**src/rtl/wb_arbiter_2m.sv**
```systemverilog
// Two-master Wishbone classic arbiter sharing one slave: round-robin grant,
// bus lock for the whole CYC burst, and an ack watchdog that answers a hung slave with ERR.
module wb_arbiter_2m #(
  parameter int TIMEOUT_CYCLES = 1024,
  parameter int TCNT_W         = 11
) (
  input  logic        clk_50,
  input  logic        reset_n,
  input  logic [31:0] m0_adr_i,
  input  logic [31:0] m0_dat_i,
  input  logic [3:0]  m0_sel_i,
  input  logic        m0_we_i,
  input  logic        m0_cyc_i,
  input  logic        m0_stb_i,
  output logic [31:0] m0_dat_o,
  output logic        m0_ack_o,
  output logic        m0_err_o,
  input  logic [31:0] m1_adr_i,
  input  logic [31:0] m1_dat_i,
  input  logic [3:0]  m1_sel_i,
  input  logic        m1_we_i,
  input  logic        m1_cyc_i,
  input  logic        m1_stb_i,
  output logic [31:0] m1_dat_o,
  output logic        m1_ack_o,
  output logic        m1_err_o,
  output logic [31:0] s_adr_o,
  output logic [31:0] s_dat_o,
  output logic [3:0]  s_sel_o,
  output logic        s_we_o,
  output logic        s_cyc_o,
  output logic        s_stb_o,
  input  logic [31:0] s_dat_i,
  input  logic        s_ack_i,
  output logic [1:0]  gnt_o
);

  typedef enum logic [1:0] {IDLE = 2'd0, OWN0 = 2'd1, OWN1 = 2'd2} state_t;

  localparam bit WD_EN = (TIMEOUT_CYCLES != 0);
  localparam logic [TCNT_W-1:0] WD_LIMIT = WD_EN ? TCNT_W'(TIMEOUT_CYCLES - 1) : '0;

  state_t             state;
  logic               last_served;
  logic [TCNT_W-1:0]  wd_cnt;
  logic               abort;
  logic               own0;
  logic               own1;
  logic               cur_cyc;
  logic               cur_stb;
  logic               xfer_ok;
  logic               xfer_wait;
  logic               timeout;

  assign own0    = (state == OWN0);
  assign own1    = (state == OWN1);
  assign cur_cyc = own1 ? m1_cyc_i : m0_cyc_i;
  assign cur_stb = own1 ? m1_stb_i : m0_stb_i;

  // The owner's request passes straight through; an aborted transfer keeps STB low.
  always_comb begin
    s_adr_o = '0;
    s_dat_o = '0;
    s_sel_o = '0;
    s_we_o  = 1'b0;
    s_cyc_o = 1'b0;
    s_stb_o = 1'b0;
    if (own0) begin
      s_adr_o = m0_adr_i;
      s_dat_o = m0_dat_i;
      s_sel_o = m0_sel_i;
      s_we_o  = m0_we_i;
      s_cyc_o = m0_cyc_i;
      s_stb_o = m0_stb_i & ~abort;
    end else if (own1) begin
      s_adr_o = m1_adr_i;
      s_dat_o = m1_dat_i;
      s_sel_o = m1_sel_i;
      s_we_o  = m1_we_i;
      s_cyc_o = m1_cyc_i;
      s_stb_o = m1_stb_i & ~abort;
    end
  end

  assign xfer_ok   = s_cyc_o & s_stb_o & s_ack_i;
  assign xfer_wait = s_cyc_o & s_stb_o & ~s_ack_i;
  assign timeout   = WD_EN & xfer_wait & (wd_cnt == WD_LIMIT);

  assign m0_ack_o = own0 & xfer_ok;
  assign m0_err_o = own0 & timeout;
  assign m0_dat_o = own0 ? s_dat_i : '0;
  assign m1_ack_o = own1 & xfer_ok;
  assign m1_err_o = own1 & timeout;
  assign m1_dat_o = own1 ? s_dat_i : '0;

  // On a tie in IDLE the master not served last wins; abort lasts until the owner drops STB.
  always_ff @(posedge clk_50 or negedge reset_n) begin
    if (!reset_n) begin
      state       <= IDLE;
      gnt_o       <= 2'b00;
      last_served <= 1'b1;
      wd_cnt      <= '0;
      abort       <= 1'b0;
    end else begin
      case (state)
        IDLE: begin
          wd_cnt <= '0;
          abort  <= 1'b0;
          if (m0_cyc_i && (!m1_cyc_i || last_served)) begin
            state       <= OWN0;
            gnt_o       <= 2'b01;
            last_served <= 1'b0;
          end else if (m1_cyc_i) begin
            state       <= OWN1;
            gnt_o       <= 2'b10;
            last_served <= 1'b1;
          end
        end
        OWN0, OWN1: begin
          if (!cur_cyc) begin
            state  <= IDLE;
            gnt_o  <= 2'b00;
            wd_cnt <= '0;
            abort  <= 1'b0;
          end else if (timeout) begin
            wd_cnt <= '0;
            abort  <= 1'b1;
          end else begin
            if (xfer_wait && WD_EN)
              wd_cnt <= wd_cnt + TCNT_W'(1);
            else
              wd_cnt <= '0;
            if (!cur_stb)
              abort <= 1'b0;
          end
        end
        default: begin
          state <= IDLE;
          gnt_o <= 2'b00;
        end
      endcase
    end
  end

endmodule
```
**config.mk**
```make
export PLATFORM = sky130hd
export DESIGN_NAME = wb_arbiter_2m
export DESIGN_NICKNAME = d
export VERILOG_FILES = /design/src/rtl/wb_arbiter_2m.sv
export SDC_FILE = /design/constraint.sdc
export NUM_CORES = 1
export LEC_CHECK = 0
export ABC_AREA = 0
export CORE_AREA = 2 2 123 125
export DETAILED_ROUTE_END_ITERATION = 10
export DIE_AREA = 0 0 125 127
export PLACE_DENSITY = 0.64
export SYNTH_ARGS = -nofsm -noshare
export SYNTH_HDL_FRONTEND = slang
export SYNTH_SLANG_ARGS = --single-unit
export TNS_END_PERCENT = 1
```
**constraint.sdc**
```tcl
create_clock -name clk_50 -period 2.5 [get_ports clk_50]
set_clock_uncertainty 0.1 [all_clocks]
set_input_delay 0.75 -clock clk_50 [delete_from_list [all_inputs] [get_ports clk_50]]
set_output_delay 0.75 -clock clk_50 [all_outputs]
set_load 0.1 [all_outputs]
```
==> results.toml <==
[clocking]
clkSinkCount = 15
clock_path_buffers = 2
cts_tree = "yes"
cts_root_buffer = "clkbuf_16"
clk_latency_ns = 0.24
cts_max_level = 1
cts-buffers-inserted = 3
clkTransAtPathRegs_ns = 0.05
cts_hold_buf = 0

[synth]
synth-warning-count = 0
async_flop_share_pct = 100
synth_ff_type = "dfrtp_1"
synthCells = 260
synth_nets = 442
syn_area_per_cell_um2 = 8.09
netlist_area_um2 = 2100
synth_edf_count = 0
synth_seq_cells = 15
ys_seq_area_share_pct = 17.9
synth_cell_types = 41

[pwr]
ir_worst_vdd_mv = 0.782
powerDensity_nw_per_um2 = 1460
cellLeakagePower_nw = 3.25

[floorplanning]
start_util_pct = 14.6
dieWidth_um = 125
rows = 44
pin_count = 318
die-area_um2 = 15900
die_h_um = 127
core-area_um2 = 14400

[setup_path]
slowest_stage = "dfrtp_4"
cpPeakStageDelay_ns = 0.49
cp_data_arrival_time_ns = 1.95
path_max_fanout = 7
worstSetupPathType = "reg2out"
path_cells = "inv_4 -> ha_4 -> nand3b_1 -> a221oi_4 -> nand2b_4 -> nor2_4 -> buf_12"
critPathRequiredTime_ns = 1.65
end_kind = "primary output"
start_kind = "register"

[sta]
fmax_mhz = 357
worst_slack_ns = -0.302
finalSetupViolCount = 121
fin_crit_sh_pct = 112
min_period_ns = 2.80
tightest_slew_ns = 0.698
hold_viol = 0
rsz0062_at_grt = "yes"
report.final.slew_viol_count = 0
slew_headroom_pct = 53.3

[grt]
grt_max_degree = 35
antenna_found_initial = 0
gr-usage-all-layers_pct = 17.0
grt_pass1_wl_mm = 21.1
first_global_vias = 3426
grt-ovfl-total = 0

[run]
max_cap_viol_count = 0

[route]
drt_iter0_drc = 96
avgViaCountPerCell = 4.32
wire_per_inst_um = 18.9
drt-pass1-iter-count = 4
routed_wl_mm = 14.7
drc = 0
ant_nets = 0
via_count = 3376

[final_layout]
synthToLayoutAreaGrowth_pct = 272
nFillCells = 1203
post_route_cells_drive_above_1_share_pct = 51.6
insertedDiodeCount = 0
nets = 780
final_core_util_pct = 54.2

[run_status]
status = "finished, violations left"
violations = "setup timing"

[placed_design]
numPortBuffers = 317
dp_hpwl_mm = 12.5
pre_cts_slack_ns = -0.622
place.gp.congestion = 0.944

[worst_hold_path]
hold_class = "reg2reg"
-- cell usage after synthesis (2+ instances only) --
cell type / count / area share, %
clkbuf_1: 20 / 3.6
buf_2: 4 / 0.95
o21ai_1: 2 / 0.48
nor3_1: 3 / 0.71
nand2_1: 8 / 1.4
nand4_1: 3 / 0.89
nand3_1: 4 / 0.95
and2_1: 66 / 20
ha_1: 5 / 3.0
xnor2_1: 6 / 2.5
a22o_1: 70 / 29
nand3_2: 2 / 0.95
nor2_1: 14 / 2.5
nor4_1: 2 / 0.59
dfrtp_1: 14 / 17
a21oi_1: 4 / 0.95
inv_1: 9 / 1.6
-- sequential cells by signal, indices dropped and copies added, names as in the netlist --
name and count:
abort 1, last_served 1, state 2, wd_cnt 11
-- per-layer routing --
| metal | up-vias | global-route usage [%] | wire [um] |
|---|---|---|---|
| li1 | 1628 | - | - |
| met1 | 1568 | 19.6 | 5570 |
| met3 | 6 | 3.22 | 929 |
| met4 | 0 | 1.63 | 112 |
| met5 | - | 0 | 0 |
| met2 | 174 | 33.4 | 8120 |
-- cell usage in the layout (no fill, tap or decap), types with 2 or more instances in the layout --
cell             Yosys  routed
clkdlybuf4s50_1      0     171
buf_12               0     145
and2_1              66      41
a22o_2               0      37
a22o_4               0      32
buf_4                1      27
and2_4               0      22
dfrtp_1             14      12
nor2_1              14       9
buf_6                0       7
inv_1                9       6
xnor2_1              6       6
nand2_1              8       6
nor2_4               0       5
nand3_1              4       4
a21oi_1              4       4
dlygate4sd2_1        0       4
inv_4                0       3
and2_2               0       3
nand4_1              3       3
nor3_1               3       3
ha_1                 5       3
clkbuf_16            0       3
buf_16               0       3
nand2_2              1       2
nand3_2              2       2
nor4_1               2       2
o21ai_1              2       2
ha_4                 0       2
dfrtp_4              0       2
-- path summary, 6_finish.rpt --
check | from | endpoint | slack, ns | cells after the start
worst max-delay path | state[1] | m0_err_o | -0.30 | 7
worst min-delay path | last_served | last_served | 0.44 | 2
worst max register to register | state[1] | wd_cnt[2] | 0.35 | 6
worst min register to register | last_served | last_served | 0.44 | 2
max in group asynchronous | reset_n | state[0] | 0.95 | 1
min in group asynchronous | reset_n | wd_cnt[8] | 0.83 | 1
-- cell families (layout without fill, tap and decap cells) --
kind of cell | Yosys count | in the layout | synth area share (%)
simple gates | 112 | 112 | 32.7
compound gates | 85 | 85 | 36.0
buf+inv | 34 | 371 | 6.48
flops | 15 | 15 | 17.9
xor+xnor | 7 | 7 | 2.91
fa+ha+maj | 5 | 5 | 2.97
mux | 2 | 2 | 1.07
-- layout make-up --
cell class                      instances  area (um2)  share of cell area (%)
Timing Repair Buffer                  358        5020                    64.3
Tap cell                              184         230                    2.95
Multi-Input combinational cell        211        2060                    26.3
Clock buffer                            4        78.8                    1.01
Sequential cell                        15         384                    4.91
Inverter                                9        41.3                   0.528
-- power breakdown --
part	internal, mW	switching [mW]
Sequential	0.280	0.0277
Clock	0.216	0.0946
Combinational	4.02	6.79
-- through the flow --
step	power (mW)	area (um2)	cells	hold WS [ns]	TNS, ns
floorplan	6.63	2340	260	0.354	-72.07
detailed placement	10.6	7310	767	0.438	-8.84
global placement	10.6	7310	767	0.417	-5.61
finish	11.4	7820	781	0.441	-21.07
global route	11.7	7820	781	0.463	-30.41
CTS	11.4	7710	777	0.437	-23.39
-- critical path: cells and delay by family (launching register included) --
kind	cells	cell delay, ns
compound gates	1	0.37
fa+ha+maj	1	0.18
buf+inv	2	0.25
flops	1	0.49
simple gates	3	0.41
-- what timing repair did --
item                       CTS  global route
gates cloned                 3             0
setup endpoints to repair  134           139
buffers inserted             3             5
resized for setup           57            22
pin swaps                    5             6
Power figures use the tool's default switching activity.
